--- src/rtl/instr_prefetch_queue.sv ---
// Instruction prefetch queue: fetches sequential instructions ahead of decode
// over a single-outstanding req/ack memory port, buffers {instr, pc} entries
// in a circular queue, and supports redirect with in-flight fetch discard.
// Optional macro IPQ_PERF_COUNTERS_EN adds saturating flush/starve counters.
module instr_prefetch_queue #(
  parameter int ADDR_WIDTH  = 13,
  parameter int INSTR_WIDTH = 16,
  parameter int DEPTH       = 4,
  parameter logic [ADDR_WIDTH-1:0] RESET_PC = '0
) (
  input  logic                     clk,
  input  logic                     rst,
  output logic                     mem_req,
  output logic [ADDR_WIDTH-1:0]    mem_addr,
  input  logic                     mem_ack,
  input  logic [INSTR_WIDTH-1:0]   mem_rdata,
  input  logic                     redirect,
  input  logic [ADDR_WIDTH-1:0]    redirect_pc,
  output logic                     dec_valid,
  output logic [INSTR_WIDTH-1:0]   dec_instr,
  output logic [ADDR_WIDTH-1:0]    dec_pc,
  input  logic                     dec_ready,
  output logic [$clog2(DEPTH):0]   occupancy
`ifdef IPQ_PERF_COUNTERS_EN
  ,
  output logic [15:0]              perf_flush_cnt,
  output logic [15:0]              perf_starve_cnt
`endif
);

  localparam int PW = $clog2(DEPTH);
  localparam int CW = PW + 1;
  localparam logic [CW-1:0] DEPTH_C = CW'(DEPTH);

  typedef enum logic [1:0] {IDLE, WAIT, DRAIN} state_t;

  state_t                  state_reg, state_next;
  logic [ADDR_WIDTH-1:0]   fetch_pc_reg, fetch_pc_next;
  logic [PW-1:0]           wr_ptr_reg, wr_ptr_next;
  logic [PW-1:0]           rd_ptr_reg, rd_ptr_next;
  logic [CW-1:0]           count_reg, count_next;
  logic                    mem_req_reg, mem_req_next;
  logic [ADDR_WIDTH-1:0]   mem_addr_reg, mem_addr_next;
  logic                    push;
  logic                    pop;

  logic [INSTR_WIDTH-1:0]  instr_mem [DEPTH];
  logic [ADDR_WIDTH-1:0]   pc_mem    [DEPTH];

  // Queue storage, one register pair per entry; contents are not reset.
  for (genvar gi = 0; gi < DEPTH; gi++) begin : g_entry
    always_ff @(posedge clk) begin
      if (push && (wr_ptr_reg == PW'(gi))) begin
        instr_mem[gi] <= mem_rdata;
        pc_mem[gi]    <= mem_addr_reg;
      end
    end
  end

  assign dec_valid = (count_reg != '0);
  assign dec_instr = dec_valid ? instr_mem[rd_ptr_reg] : '0;
  assign dec_pc    = dec_valid ? pc_mem[rd_ptr_reg]    : '0;
  assign pop       = dec_valid && dec_ready;
  assign mem_req   = mem_req_reg;
  assign mem_addr  = mem_addr_reg;
  assign occupancy = count_reg;

  // Fetch FSM next state plus queue bookkeeping; redirect overrides push/pop.
  always_comb begin
    state_next    = state_reg;
    mem_req_next  = mem_req_reg;
    mem_addr_next = mem_addr_reg;
    fetch_pc_next = fetch_pc_reg;
    wr_ptr_next   = wr_ptr_reg;
    rd_ptr_next   = rd_ptr_reg;
    count_next    = count_reg;
    push          = 1'b0;

    case (state_reg)
      IDLE: begin
        // Space is judged after this cycle's pop so a full queue that is
        // being drained can still issue without exceeding DEPTH.
        if (!redirect && ((count_reg < DEPTH_C) || pop)) begin
          state_next    = WAIT;
          mem_req_next  = 1'b1;
          mem_addr_next = fetch_pc_reg;
        end
      end
      WAIT: begin
        if (mem_ack) begin
          state_next   = IDLE;
          mem_req_next = 1'b0;
          push         = !redirect;
        end else if (redirect) begin
          state_next = DRAIN;
        end
      end
      DRAIN: begin
        // Old-path response is swallowed; request stays held until it lands.
        if (mem_ack) begin
          state_next   = IDLE;
          mem_req_next = 1'b0;
        end
      end
      default: begin
        state_next   = IDLE;
        mem_req_next = 1'b0;
      end
    endcase

    if (redirect) begin
      fetch_pc_next = redirect_pc;
      wr_ptr_next   = '0;
      rd_ptr_next   = '0;
      count_next    = '0;
    end else begin
      if (push) begin
        wr_ptr_next   = wr_ptr_reg + PW'(1);
        fetch_pc_next = fetch_pc_reg + ADDR_WIDTH'(1);
      end
      if (pop) begin
        rd_ptr_next = rd_ptr_reg + PW'(1);
      end
      count_next = count_reg + CW'(push) - CW'(pop);
    end
  end

  // State registers with asynchronous active-low reset.
  always_ff @(posedge clk or negedge rst) begin
    if (!rst) begin
      state_reg    <= IDLE;
      fetch_pc_reg <= RESET_PC;
      wr_ptr_reg   <= '0;
      rd_ptr_reg   <= '0;
      count_reg    <= '0;
      mem_req_reg  <= 1'b0;
      mem_addr_reg <= RESET_PC;
    end else begin
      state_reg    <= state_next;
      fetch_pc_reg <= fetch_pc_next;
      wr_ptr_reg   <= wr_ptr_next;
      rd_ptr_reg   <= rd_ptr_next;
      count_reg    <= count_next;
      mem_req_reg  <= mem_req_next;
      mem_addr_reg <= mem_addr_next;
    end
  end

`ifdef IPQ_PERF_COUNTERS_EN
  // Saturating counters for redirect cycles and decoder starvation cycles.
  always_ff @(posedge clk or negedge rst) begin
    if (!rst) begin
      perf_flush_cnt  <= '0;
      perf_starve_cnt <= '0;
    end else begin
      if (redirect && (perf_flush_cnt != 16'hFFFF)) begin
        perf_flush_cnt <= perf_flush_cnt + 16'd1;
      end
      if (dec_ready && !dec_valid && (perf_starve_cnt != 16'hFFFF)) begin
        perf_starve_cnt <= perf_starve_cnt + 16'd1;
      end
    end
  end
`endif

endmodule

--- config.mk ---
export PLATFORM = sky130hd
export DESIGN_NAME = instr_prefetch_queue
export DESIGN_NICKNAME = d
export VERILOG_FILES = /design/src/rtl/instr_prefetch_queue.sv
export SDC_FILE = /design/constraint.sdc
export NUM_CORES = 1
export LEC_CHECK = 0
export ABC_CLOCK_PERIOD_IN_PS = 2300
export BUFFER_PORTS_ARGS = -buffer_cell sky130_fd_sc_hd__buf_4
export CAP_MARGIN = 20
export CORE_UTILIZATION = 45
export DETAILED_ROUTE_END_ITERATION = 8
export PLACE_DENSITY = 0.67
export SLEW_MARGIN = 20
export SYNTH_ARGS = -nofsm -noshare
export SYNTH_HDL_FRONTEND = slang
export SYNTH_SLANG_ARGS = --single-unit
--- constraint.sdc ---
create_clock -name clk -period 2.3 [get_ports clk]
set_input_delay 0.115 -clock clk [delete_from_list [all_inputs] [get_ports clk]]
set_output_delay 0.115 -clock clk [all_outputs]
set_load 0.005 [all_outputs]
# ---- After elaboration in Yosys (flattened, before gate mapping)
# Memory sizes are Yosys's and may differ from the RTL's.
# Cells that the tools add are included.
dict set report word_totals {
  ff_bits 36
  latchBits 0
  mem_bits_rw 116
  rom_bits 0
  in_bits 34
  output_inout_bits 47
  elab_cells 92
  n_memories 2
}
# memory words width rd rd_clocked_by_memory_dff write_ports line_no
set mem_list {}
lappend mem_list {instr_mem 4 16 1 0 1 47} ;# logic [INSTR_WIDTH-1:0] instr_mem [DEPTH];
lappend mem_list {pc_mem 4 13 1 0 1 48} ;# logic [ADDR_WIDTH-1:0] pc_mem [DEPTH];
dict set report classes {
  add_sub_neg 5
  mul 0
  div 0
  n_lt_le_gt_ge 1
  n_eq_ne 9
  shift 0
  n_mux 45
  bitwise 0
  n_reduce_logical 23
}
# cell count
set ops {}
lappend ops {{two-way mux 13 bit} 6}
lappend ops {{two-way mux 16 bit} 4}
lappend ops {{OR reduction 16 bit} 3}
lappend ops {{OR reduction 13 bit} 3}
lappend ops {{two-way mux 2 bit} 14}
lappend ops {{two-way mux 1 bit} 18}
lappend ops {{adder 13 x 1 -> 13 bit (second input constant)} 1}
lappend ops {{== test 2 bit (second input constant)} 3}
lappend ops {{logical AND 1 bit} 6}
lappend ops {{one-hot mux 2 bit (3 select lines)} 1}
lappend ops {{adder 2 x 1 -> 2 bit (second input constant)} 2}
lappend ops {{== test 2 x 1 -> 1 bit (second input constant)} 2}
lappend ops {{logical NOT 2 bit} 2}
lappend ops {{inequality test 2 bit (second input constant)} 2}
lappend ops {{AND reduction 2 bit} 2}
lappend ops {{nonzero test 2 bit} 2}
lappend ops {{adder 3 x 1 -> 3 bit} 1}
lappend ops {{less-than comparator 3 bit (second input constant)} 1}
lappend ops {{two-way mux 3 bit} 1}
lappend ops {{inequality test 3 bit (second input constant)} 1}
lappend ops {{AND reduction 3 bit} 1}
lappend ops {{nonzero test 3 bit} 1}
lappend ops {{subtractor 3 x 1 -> 3 bit} 1}
lappend ops {{inequality test 2 x 1 -> 1 bit (second input constant)} 1}
lappend ops {{other kinds (4)} 4}

# ---- Logic depth before layout (Yosys ltp)
# Gate-level depths: netlist of run 1.
dict set report depth {
  ltp_word 10
  ltp_mapped 12
  mapped_depth_nobuf 12
}

# ---- Worst setup path after synthesis of run 1
# No wires, ideal clock.
dict set report synth_timing {
  path_kind {register to register}
  start {register state_reg[1]}
  end {register count_reg[2] (netlist: occupancy[2])}
  setup_ns 0.132
  arrival_time_ns 2.116
  path_slack_ns 0.053
  path_stages_with_launch 13
  n_path_buf 0
  path_cell_list {dfrtp_1 inv_1 ha_1 nand2_1 nor2_1 inv_1 ha_1 inv_1 ha_1 inv_1 fa_1 xnor2_1 nor2_1}
}
dict set report synth_via {
  elab_chain_cells 5
}
# element line_no
set synth_lines {}
lappend synth_lines {{from (decl)} 37} ;# state_t state_reg, state_next;
lappend synth_lines {{from (signal assigned)} 139} ;# state_reg <= state_next;
lappend synth_lines {{== test 2 x 1 -> 1 bit} 79} ;# case (state_reg)
lappend synth_lines {{two-way mux 1 bit} 79}
lappend synth_lines {{adder 3 x 1 -> 3 bit} 124} ;# count_next = count_reg + CW'(push) - CW'(pop);
lappend synth_lines {{subtractor 3 x 1 -> 3 bit} 124}
lappend synth_lines {{two-way mux 3 bit} 111} ;# if (redirect) begin
lappend synth_lines {{via count_next[2]} 41} ;# logic [CW-1:0] count_reg, count_next;
lappend synth_lines {{to (signal assigned)} 143} ;# count_reg <= count_next;
lappend synth_lines {{to (decl)} 41}
# The timed path passes the listed nets, and every way through them passes these cells.
# A chain may end at the register's enable or synchronous reset.

# ---- Worst setup path after layout of run 1
dict set report layout_timing {
  start {register count_reg[0] (netlist: occupancy[0])}
  end {register count_reg[1] (netlist: occupancy[1])}
}
dict set report layout_via {
  elab_chain_cells 4
  elab_cells_between_ends 5
  cone_classes {add/sub (2); mux (1); reduce/logical (2)}
}
# element line_no
set layout_lines {}
lappend layout_lines {{branches (longest 2 deep; another with adder 3 x 1 -> 3 bit)} -}
lappend layout_lines {{subtractor 3 x 1 -> 3 bit *} 124}
lappend layout_lines {{two-way mux 3 bit *} 111}
lappend layout_lines {{via count_next[1]} 41}
# Mark *: on every way through the listed nets, which the timed path passes.

==> results.sh, run 1 <==
export IMPL_slowest_stage="fa_2"
export IMPL_crit_required_ns=2.60
export IMPL_drtAntennaViolNets=0
export IMPL_p_leak_uw=0.00302
export IMPL_drt_pass1_iter_count=4
export IMPL_num_antenna_cells=0
export IMPL_worst_slew_pin_slew_ns=0.562
export IMPL_largest_reg_flops=64
export IMPL_yosysSeqAreaShare=0.711
export IMPL_ctsLongestPathBuffers=2
export IMPL_first_iter_violations=147
export IMPL_synthTopCellsByArea="edfxtp_1, dfrtp_1, mux4_2"
export IMPL_setup_viol=0
export IMPL_drc=0
export IMPL_yosys_warnings=0
export IMPL_run_status="complete, no violations"
export IMPL_grt_usage=0.178
export IMPL_hold_viol=0
export IMPL_dpl_cell_area_um2=7100
export IMPL_min_period_ns=2.16
export IMPL_synth_seq_cells=152
export IMPL_cap_violations=0
export IMPL_place_congestion=0.817
export IMPL_whs_ns=0.0173
export IMPL_syn_nets=398
export IMPL_antenna_found_initial=0
export IMPL_setup_ws_ns=0.135
export IMPL_worst_path_max_fanout=3
export IMPL_num_nets_final=529
export IMPL_finalClockSkew_ns=0.0167
export IMPL_rows=42
export IMPL_hpwl_um=6750
export IMPL_synth_mux_area_frac=0.136
export IMPL_grt_overflow_total=0
export IMPL_wirelength_um=11400
export IMPL_synth_xor_area_frac=0.0227
export IMPL_vias_per_cell=4.99
export IMPL_drive_gt1_frac=0.354
export IMPL_syn_area_um2=6170
export IMPL_top_register="instr_mem"
export IMPL_synth_top_family_by_area="multiplexers"
export IMPL_clock_fmax_mhz=462
export IMPL_rsz0062_at_grt="no"
export IMPL_reg_top3="instr_mem (64), pc_mem (52)"
export IMPL_num_io_pins=81
export IMPL_synth_top_area_share=0.565
export IMPL_worstPathCellList="or3_4, and2_4, ha_1, inv_1, ha_1, inv_1, fa_2, nor2_1"
export IMPL_synth_compound_area_frac=0.0176
export IMPL_place_ws_ns=0.0832
export IMPL_dieArea_um2=14200
export IMPL_synth_top_cell_by_area="edfxtp_1"
export IMPL_htreeDepth=4
export IMPL_start_kind="flip-flop"
export IMPL_slew_viol_final=0
export IMPL_critPathArrivalTime_ns=2.46
export IMPL_die_h_um=119
export IMPL_grt_start_max_net_pins=37
export IMPL_p_per_area_nw_per_um2=1140
export IMPL_grt_pass1_wl_um=18600
export IMPL_path_clk_slew_ns=0.06
export IMPL_clock_sinks=152
export IMPL_relSlewSlack=0.624
export IMPL_tns_ns=0
export IMPL_core_um2=13300
export IMPL_cts_tree="yes"
export IMPL_numPortBuffers=80
export IMPL_stdcell_area_um2=8040
export IMPL_grt_pass1_vias=3545
export IMPL_root_buffer="clkbuf_16"
export IMPL_clk_latency_ns=0.43
export IMPL_synth_simple_area_share=0.0726
export IMPL_dieWidth_um=119
export IMPL_finalCritPeriodShare=0.941
export IMPL_synth_fa_ha_area_frac=0.0235
export IMPL_num_vias=3356
export IMPL_irDropWorstVdd_mv=0.550
export IMPL_synth_distinct_cells=34
export IMPL_route_detailed_wl_per_inst_um=16.9
export IMPL_endpoint_kind="flip-flop"
export IMPL_hp_class="in -> reg"
export IMPL_floorplan_initialDensity=0.464
export IMPL_syn_to_final_growth_pct=30.4
export IMPL_synthCells=353
export IMPL_max_stage_delay_ns=0.51
export IMPL_worstSetupPathType="reg -> reg"
export IMPL_syn_avg_cell_area_um2=17.5
export IMPL_cts_made_buffers=17
export IMPL_final_util=0.605
==> layout by cell type, fill, tap and decap left out, drive strengths merged <==
cell,synthesis,final
a21o,1,1
a21oi,4,4
a31oi,1,1
and2,34,34
and2b,1,1
buf,4,95
bufinv,0,4
clkbuf,9,23
clkinv,0,4
clkinvlp,0,1
dfrtp,36,36
dlygate4sd3,0,30
edfxtp,116,116
fa,1,1
ha,10,10
inv,13,13
mux2,15,15
mux2i,2,2
mux4,29,29
nand2,16,16
nand2b,2,2
nand3,6,6
nand4,2,2
nor2,11,11
nor2b,1,1
nor3,4,4
nor4,3,3
o21ai,10,10
o22a,2,2
o31ai,1,1
or2,1,1
or3,1,1
or4,1,1
xnor2,11,11
xor2,5,5
==> layout make-up <==
cell class                      count  area (um^2)
Timing Repair Buffer              125         1060
Multi-Input combinational cell    175         1700
Inverter                           13         48.8
Fill cell                        1030         5250
Tap cell                          176          220
Clock buffer                       23          478
Clock inverter                      9          148
Sequential cell                   152         4390
==> power breakdown <==
| group | switching (uW) | total (uW) | internal [uW] | leakage (uW) |
|---|---|---|---|---|
| clock network | 1030 | 2920 | 1890 | 0.000307 |
| registers | 308 | 3710 | 3400 | 0.00149 |
| logic | 1060 | 2530 | 1460 | 0.00122 |
==> cells by family (layout without fill, tap and decap cells) <==
kind of cell               Yosys count  in the layout
DFF                                152            152
and+or+nand+nor                     83             83
muxes                               46             46
buffers and inverters               26            170
AOI/OAI and AO/OA                   19             19
xor gates and xnor gates            16             16
adders and majority gates           11             11
==> worst max-delay path: cells and delay by family, from the launching register on <==
kind	cells	cell delay (ns)
fa+ha+maj	3	0.91
buf+inv	2	0.10
simple gates	3	0.62
flops	1	0.40
==> path summary, 6_finish.rpt <==
| path | startpoint | endpoint | slack, ns | cells past startpoint |
|---|---|---|---|---|
| worst max-delay path | occupancy[0] | occupancy[1] | 0.14 | 8 |
| worst min-delay path | mem_ack | wr_ptr_reg[1] | 0.02 | 3 |
| worst max register to register | occupancy[0] | occupancy[1] | 0.14 | 8 |
| worst min register to register | mem_req | mem_req | 0.49 | 1 |
| max in group asynchronous | rst | rd_ptr_reg[0] | 1.77 | 2 |
| min in group asynchronous | rst | fetch_pc_reg[4] | 0.17 | 2 |
==> Yosys cell counts <==
cell type / n
fa_1: 1
or4_1: 1
edfxtp_1: 116
mux4_2: 29
o21ai_0: 9
o22a_1: 2
o31ai_1: 1
inv_1: 13
xor2_1: 5
a21o_1: 1
clkbuf_1: 9
mux2i_1: 2
buf_1: 1
a21oi_1: 4
and2b_1: 1
or2_0: 1
nor2_1: 11
xnor2_1: 11
nor3_1: 4
ha_1: 10
nand3_1: 6
and2_1: 34
o21ai_1: 1
nand4_1: 1
nand4_2: 1
a31oi_1: 1
nor2b_1: 1
nor4_1: 3
mux2_2: 15
or3_1: 1
buf_2: 3
nand2_1: 16
nand2b_1: 2
dfrtp_1: 36
==> layer usage <==
metal | global-route usage | vias to the layer above | routed length, um
met5 | 0 | - | 0
met4 | 0.0783 | 0 | 166
met3 | 0.0460 | 14 | 477
met2 | 0.287 | 80 | 5730
met1 | 0.228 | 1669 | 5000
li1 | - | 1593 | -
==> stage by stage <==
stage	instances	power, uW
3_5_place_dp	610	6240
6_report	673	9150
5_1_grt	673	9640
4_1_cts	672	9220
2_1_floorplan	353	5010
3_3_place_gp	610	6170
==> what timing repair did <==
item,CTS,global route
buffers inserted,0,1
hold buffers,30,0
resized for setup,0,4
hold endpoints to repair,113,0
endpoints found under the setup margin,0,1
(Power assumes the default switching activity.)
==> run 2, diff against run 1 <==
--- a/config.mk
+++ b/config.mk
@@ -8,9 +8,11 @@
 export ABC_CLOCK_PERIOD_IN_PS = 2300
 export BUFFER_PORTS_ARGS = -buffer_cell sky130_fd_sc_hd__buf_4
 export CAP_MARGIN = 20
-export CORE_UTILIZATION = 45
+export CELL_PAD_IN_SITES_DETAIL_PLACEMENT = 1
+export CELL_PAD_IN_SITES_GLOBAL_PLACEMENT = 2
+export CORE_UTILIZATION = 38
 export DETAILED_ROUTE_END_ITERATION = 8
-export PLACE_DENSITY = 0.67
+export PLACE_DENSITY_LB_ADDON = 0.1
 export SLEW_MARGIN = 20
 export SYNTH_ARGS = -nofsm -noshare
 export SYNTH_HDL_FRONTEND = slang
==> run 2 against run 1 <==
- non-clock buffer count is 1 higher
- worst setup slack got worse by 0.015 ns
- wire length grew 11%
- global-route usage is 1.2 points lower
- highest routed layer unchanged
- combinational power about the same
- total power grew 1.7%
- final cell count up 6.1%
- critical endpoint unchanged
- maximum frequency decreased by 0.68%
==> results.sh, run 2 (synthesis results as in run 1) <==
export IMPL_run_status="complete, no violations"
export IMPL_path_clk_slew_ns=0.06
export IMPL_rows=46
export IMPL_met3_usage=0.0400
export IMPL_final_common_cell="edfxtp_1"
export IMPL_cap_violations=0
export IMPL_floorplan_initialDensity=0.388
export IMPL_slew_viol_final=0
export IMPL_drc=0
export IMPL_pwr_share_clk=0.326
export IMPL_numPortBuffers=80
export IMPL_hp_class="in -> reg"
export IMPL_fillers=1545
export IMPL_p_switching_uw=2500
export IMPL_top_register="instr_mem"
export IMPL_die_h_um=129
export IMPL_finalClockSkew_ns=0.00511
export IMPL_irDropWorstVdd_mv=0.529
export IMPL_cts_made_buffers=17
export IMPL_rsz0062_at_grt="no"
export IMPL_endpoint_kind="flip-flop"
export IMPL_dpl_cell_area_um2=7180
export IMPL_grt_usage=0.166
export IMPL_core_um2=15900
export IMPL_syn_to_final_growth_pct=32.0
export IMPL_root_buffer="clkbuf_16"
export IMPL_power_total_uw=9310
export IMPL_relSlewSlack=0.605
export IMPL_setup_viol=0
export IMPL_start_kind="flip-flop"
export IMPL_antenna_found_initial=0
export IMPL_first_iter_violations=227
export IMPL_stdcell_area_um2=8150
export IMPL_use_met2=0.280
export IMPL_multi_input_area_um2=1690
export IMPL_combPwrFrac=0.274
export IMPL_num_io_pins=81
export IMPL_min_period_ns=2.18
export IMPL_regToRegStartpoint="occupancy[0]"
export IMPL_worst_path_max_fanout=3
export IMPL_dieArea_um2=16700
export IMPL_internal_power_uw=6810
export IMPL_layout_common_cells="edfxtp_1, buf_4, dfrtp_1"
export IMPL_clock_fmax_mhz=459
export IMPL_tns_ns=0
export IMPL_rrSetupSlack_ns=0.12
export IMPL_ctsLongestPathBuffers=2
export IMPL_grt_use_met1=0.208
export IMPL_drt_pass1_iter_count=4
export IMPL_critPathArrivalTime_ns=2.48
export IMPL_grt_start_max_net_pins=37
export IMPL_vias_per_cell=4.73
export IMPL_drive_gt1_frac=0.357
export IMPL_place_ws_ns=0.0779
export IMPL_worstSetupStartpoint="occupancy[0]"
export IMPL_hold_viol=0
export IMPL_clock_sinks=152
export IMPL_swShare=0.268
export IMPL_drtAntennaViolNets=0
export IMPL_num_nets_final=530
export IMPL_dieWidth_um=129
export IMPL_wirelength_um=12700
export IMPL_place_congestion=0.757
export IMPL_grt_overflow_total=0
export IMPL_grt_pass1_wl_um=20000
export IMPL_busiest_layer="met2"
export IMPL_reg_top3="instr_mem (64), pc_mem (52)"
export IMPL_worstSetupPathType="reg -> reg"
export IMPL_rr_endpoint="occupancy[1]"
export IMPL_setup_ws_ns=0.120
export IMPL_seq_power_share=0.401
export IMPL_grt_pass1_vias=3729
export IMPL_htreeDepth=4
export IMPL_regArea_um2=4390
export IMPL_r2r_cells=8
export IMPL_crit_required_ns=2.60
export IMPL_p_per_area_nw_per_um2=1140
export IMPL_finalCritPeriodShare=0.948
export IMPL_route_detailed_wl_per_inst_um=17.8
export IMPL_cts_tree="yes"
export IMPL_crit_end="occupancy[1]"
export IMPL_largest_reg_flops=64
export IMPL_clk_latency_ns=0.42
export IMPL_p_leak_uw=0.00303
export IMPL_num_antenna_cells=0
export IMPL_hpwl_um=7910
export IMPL_num_vias=3379
export IMPL_worst_slew_pin_slew_ns=0.592
[run 2: cell count changes in the layout (fill, tap and decap cells not counted), sizes merged]
cell | previous run | this run
clkbuf | 23 | 18
clkinvlp | 1 | 4
inv | 13 | 16
clkinv | 4 | 2
bufinv | 4 | 5
dlygate4sd3 | 30 | 31
[run 2: area by class of cell]
class	instances	share of cell area
Timing Repair Buffer	126	0.135
Clock buffer	18	0.0527
Inverter	13	0.00599
Clock inverter	14	0.0270
Multi-Input combinational cell	175	0.208
Sequential cell	152	0.538
Tap cell	216	0.0332
[run 2: power groups by stage]
stage | clock, uW | sequential (uW) | combinational [uW]
after CTS | 3100 | 3740 | 2620
after global routing | 3190 | 3790 | 2830
after detailed placement | 0 | 3800 | 2570
after global placement | 0 | 3760 | 2530
after floorplan | 0 | 3670 | 1340
final | 3030 | 3730 | 2550
[run 2: per-layer routing]
| layer | part of all wire | vias up |
|---|---|---|
| li1 | - | 1593 |
| met3 | 0.035 | 14 |
| met1 | 0.44 | 1701 |
| met4 | 0.013 | 0 |
| met5 | 0 | - |
| met2 | 0.51 | 71 |
[run 2: worst max-delay path, cell delays in order, from the launching register on]
cell and delay [ns]:
dfrtp_1 0.39, or3_1 0.39, and2_1 0.19, ha_1 0.29, inv_1 0.06, ha_1 0.13
inv_1 0.05, fa_2 0.52, nor2_1 0.04
[run 2: worst min path at each step]
stage / start / to / slack (ns) / depth (start not counted)
3_3_place_gp: rst / fetch_pc_reg[8] / 0.12 / 1
3_5_place_dp: rst / fetch_pc_reg[9] / 0.12 / 1
6_report: dec_ready / rd_ptr_reg[1] / 0.11 / 4
5_1_grt: dec_ready / rd_ptr_reg[0] / 0.14 / 4
2_1_floorplan: rst / fetch_pc_reg[0] / -0.18 / 0
4_1_cts: dec_ready / rd_ptr_reg[1] / 0.11 / 4
[run 2: metrics by stage]
| stage | hold WS, ns | util | std cells |
|---|---|---|---|
| 2_1_floorplan | -0.181 | - | 353 |
| 3_3_place_gp | 0.117 | 0.452 | 651 |
| 3_5_place_dp | 0.120 | 0.452 | 651 |
| 4_1_cts | 0.106 | 0.513 | 714 |
| 5_1_grt | 0.139 | 0.513 | 714 |
| 6_report | 0.108 | 0.513 | 714 |
[run 2: what timing repair did]
item / CTS / global route
gates resized for setup: 0 / 2
endpoints found under the setup margin: 0 / 1
buffers inserted: 0 / 0
hold buffers: 31 / 0
endpoints found under the hold margin: 114 / 0
==> run 3, diff against run 2 <==
--- a/config.mk
+++ b/config.mk
@@ -5,12 +5,13 @@
 export SDC_FILE = /design/constraint.sdc
 export NUM_CORES = 1
 export LEC_CHECK = 0
+export ABC_AREA = 1
 export ABC_CLOCK_PERIOD_IN_PS = 2300
 export BUFFER_PORTS_ARGS = -buffer_cell sky130_fd_sc_hd__buf_4
 export CAP_MARGIN = 20
 export CELL_PAD_IN_SITES_DETAIL_PLACEMENT = 1
 export CELL_PAD_IN_SITES_GLOBAL_PLACEMENT = 2
-export CORE_UTILIZATION = 38
+export CORE_UTILIZATION = 34
 export DETAILED_ROUTE_END_ITERATION = 8
 export PLACE_DENSITY_LB_ADDON = 0.1
 export SLEW_MARGIN = 20
==> run 3 against run 2 <==
- the run now ends with DRC left
- largest cell class unchanged
- clock power increased by 9.9%
- critical path depth grew 4
- largest power group unchanged
- wire length grew 27%
- sequential power is essentially flat
- critical endpoint is now occupancy[2]
- maximum frequency grew 2.3%
- die area is 17% higher
- hold slack worse by 0.054 ns
- global-route usage increased by 1.1 points
- combinational power is essentially flat
- non-clock buffer count unchanged
- worst setup slack improved by 0.049 ns
- utilization shrank 6.1 points
==> results.sh, run 3 <==
export IMPL_rows=50
export IMPL_cts_made_buffers=17
export IMPL_finalCritPeriodShare=0.927
export IMPL_num_antenna_cells=0
export IMPL_synthTopCellsByArea="edfxtp_1, dfrtp_1, nor2_1"
export IMPL_ys_flop_type="edfxtp_1"
export IMPL_finalClockSkew_ns=0.00988
export IMPL_run_status="finished, violations left"
export IMPL_htreeDepth=4
export IMPL_largest_reg_flops=64
export IMPL_min_period_ns=2.13
export IMPL_yosysSeqAreaShare=0.675
export IMPL_rsz0062_at_grt="no"
export IMPL_first_iter_violations=162
export IMPL_synth_top_cell_by_area="edfxtp_1"
export IMPL_slew_viol_final=0
export IMPL_rr_endpoint="occupancy[2]"
export IMPL_hp_class="in -> reg"
export IMPL_worstPathCellList="inv_1, ha_1, inv_2, nor2_8, nand2_8, ha_1, inv_1, ha_1, inv_1, fa_1, and3_1, nor3_1"
export IMPL_wirelength_um=16100
export IMPL_syn_area_um2=6490
export IMPL_critPathArrivalTime_ns=2.47
export IMPL_start_kind="flip-flop"
export IMPL_path_clk_slew_ns=0.06
export IMPL_grt_usage=0.177
export IMPL_irDropWorstVdd_mv=0.509
export IMPL_final_common_cell="nor2_1"
export IMPL_use_met2=0.317
export IMPL_yosysMostFrequentCell="nor2_1"
export IMPL_synth_top_area_share=0.536
export IMPL_relSlewSlack=0.673
export IMPL_regToRegStartpoint="state_reg[1]"
export IMPL_whs_path_depth=2
export IMPL_clock_fmax_mhz=469
export IMPL_numPortBuffers=80
export IMPL_drc=1
export IMPL_syn_to_final_growth_pct=30.1
export IMPL_hpwl_um=10600
export IMPL_clk_latency_ns=0.42
export IMPL_die_h_um=140
export IMPL_reg_top3="instr_mem (64), pc_mem (52)"
export IMPL_synth_top_family_by_area="simple AND/OR/NAND/NOR gates"
export IMPL_place_congestion=0.765
export IMPL_num_io_pins=81
export IMPL_busiest_layer="met2"
export IMPL_syn_avg_cell_area_um2=10.9
export IMPL_vias_per_cell=4.85
export IMPL_final_util=0.452
export IMPL_root_buffer="clkbuf_16"
export IMPL_p_leak_uw=0.00336
export IMPL_antenna_found_initial=0
export IMPL_grt_start_max_net_pins=37
export IMPL_grt_use_met1=0.212
export IMPL_synthArstFlopShare=0.237
export IMPL_route_detailed_wl_per_inst_um=16.8
export IMPL_synth_mux_area_frac=0
export IMPL_r2r_cells=12
export IMPL_grt_pass1_vias=4958
export IMPL_synth_compound_area_frac=0.0958
export IMPL_core_um2=18700
export IMPL_drt_pass1_iter_count=8
export IMPL_syn_nets=639
export IMPL_dieArea_um2=19700
export IMPL_dpl_cell_area_um2=7430
export IMPL_synth_distinct_cells=32
export IMPL_slowest_stage="dfrtp_1"
export IMPL_worstSetupPathType="reg -> reg"
export IMPL_layout_common_cells="nor2_1, edfxtp_1, buf_4"
export IMPL_grt_pass1_wl_um=26300
export IMPL_violations="DRC"
export IMPL_synth_xor_area_frac=0.00135
export IMPL_num_vias=4643
export IMPL_setup_viol=0
export IMPL_worst_slew_pin_slew_ns=0.490
export IMPL_top_register="instr_mem"
export IMPL_synthCells=594
export IMPL_clock_sinks=152
export IMPL_max_stage_delay_ns=0.38
export IMPL_yosys_warnings=0
export IMPL_dieWidth_um=140
export IMPL_worst_path_max_fanout=2
export IMPL_crit_required_ns=2.64
export IMPL_hp_start="redirect"
export IMPL_synth_edf_count=116
export IMPL_cap_violations=0
export IMPL_rrSetupSlack_ns=0.17
export IMPL_endpoint_kind="flip-flop"
export IMPL_grt_overflow_total=0
export IMPL_p_per_area_nw_per_um2=1140
export IMPL_netlist_top_cells_count="nor2_1, edfxtp_1, nand2_1"
export IMPL_stdcell_area_um2=8450
export IMPL_synth_fa_ha_area_frac=0.0224
export IMPL_ctsLongestPathBuffers=2
export IMPL_drtAntennaViolNets=0
export IMPL_cts_tree="yes"
export IMPL_synth_simple_area_share=0.155
export IMPL_whs_endpoint="occupancy[0]"
export IMPL_hold_viol=0
export IMPL_met3_usage=0.0386
export IMPL_synth_seq_cells=152
export IMPL_drive_gt1_frac=0.199
export IMPL_num_nets_final=755
export IMPL_floorplan_initialDensity=0.347
[run 3: cell count changes in the layout (fill, tap and decap cells not counted), sizes merged, moves of 15 or more]
cell   change
mux2      -15
o21ai     +70
and2      -34
mux4      -29
inv       +22
nand2     +60
a21oi     +27
nor2     +125
nand3     +18
[run 3: stage by stage]
stage | hold WS [ns] | setup TNS, ns | setup WS, ns | std cells | power, uW
2_1_floorplan | -0.181 | -27.46 | -0.237 | 594 | 5040
3_3_place_gp | 0.119 | 0 | 0.210 | 894 | 6270
5_1_grt | 0.0774 | 0 | 0.00270 | 957 | 10200
4_1_cts | 0.0382 | 0 | 0.0358 | 956 | 9760
3_5_place_dp | 0.121 | 0 | 0.107 | 894 | 6350
6_report | 0.0539 | 0 | 0.169 | 957 | 9620
[run 3: logic make-up after synthesis]
kind of cell	count (synthesis)
adders and majority gates	11
AOI/OAI and AO/OA	120
and+or+nand+nor	243
buffers and inverters	67
xor gates and xnor gates	1
DFF	152
[run 3: area by class of cell]
cell class,count,area (um^2)
clock inverters,13,274
multi-input cells,375,1820
well taps,234,293
repair buffers,126,1100
flip-flops and latches,152,4390
inverters,38,145
fillers,2013,10300
clock buffers,19,433
[run 3: worst max-delay path: cells and delay by family (launching register included)]
family / cells / cell delay (ns)
flops: 1 / 0.38
simple gates: 4 / 0.45
fa+ha+maj: 4 / 0.96
buf+inv: 4 / 0.26
[run 3: power breakdown]
group          switching, uW  total (uW)  internal [uW]
Combinational           1430        2550           1120
Sequential               351        3740           3390
Clock                   1080        3330           2250
[run 3: metal layers]
| metal | up-vias | wire [um] |
|---|---|---|
| met2 | 67 | 8360 |
| li1 | 2252 | - |
| met3 | 16 | 435 |
| met4 | 0 | 185 |
| met1 | 2308 | 7110 |
| met5 | - | 0 |
[run 3: what timing repair did]
action	in CTS	in global routing
gates resized for setup	0	4
setup endpoints to repair	0	5
hold buffers	30	0
buffers inserted	0	1
endpoints found under the hold margin	113	0
[run 3: how the worst max path moves through the flow]
stage | start | to | slack [ns] | cells past startpoint
after global placement | state_reg[1] | occupancy[2] | 0.21 | 12
final | state_reg[1] | occupancy[2] | 0.17 | 12
after detailed placement | state_reg[1] | occupancy[2] | 0.11 | 12
after global routing | occupancy[1] | occupancy[2] | 0.003 | 11
after floorplan | state_reg[1] | instr_mem[0][0] | -0.24 | 6
after CTS | rd_ptr_reg[0] | dec_pc[5] | 0.04 | 6
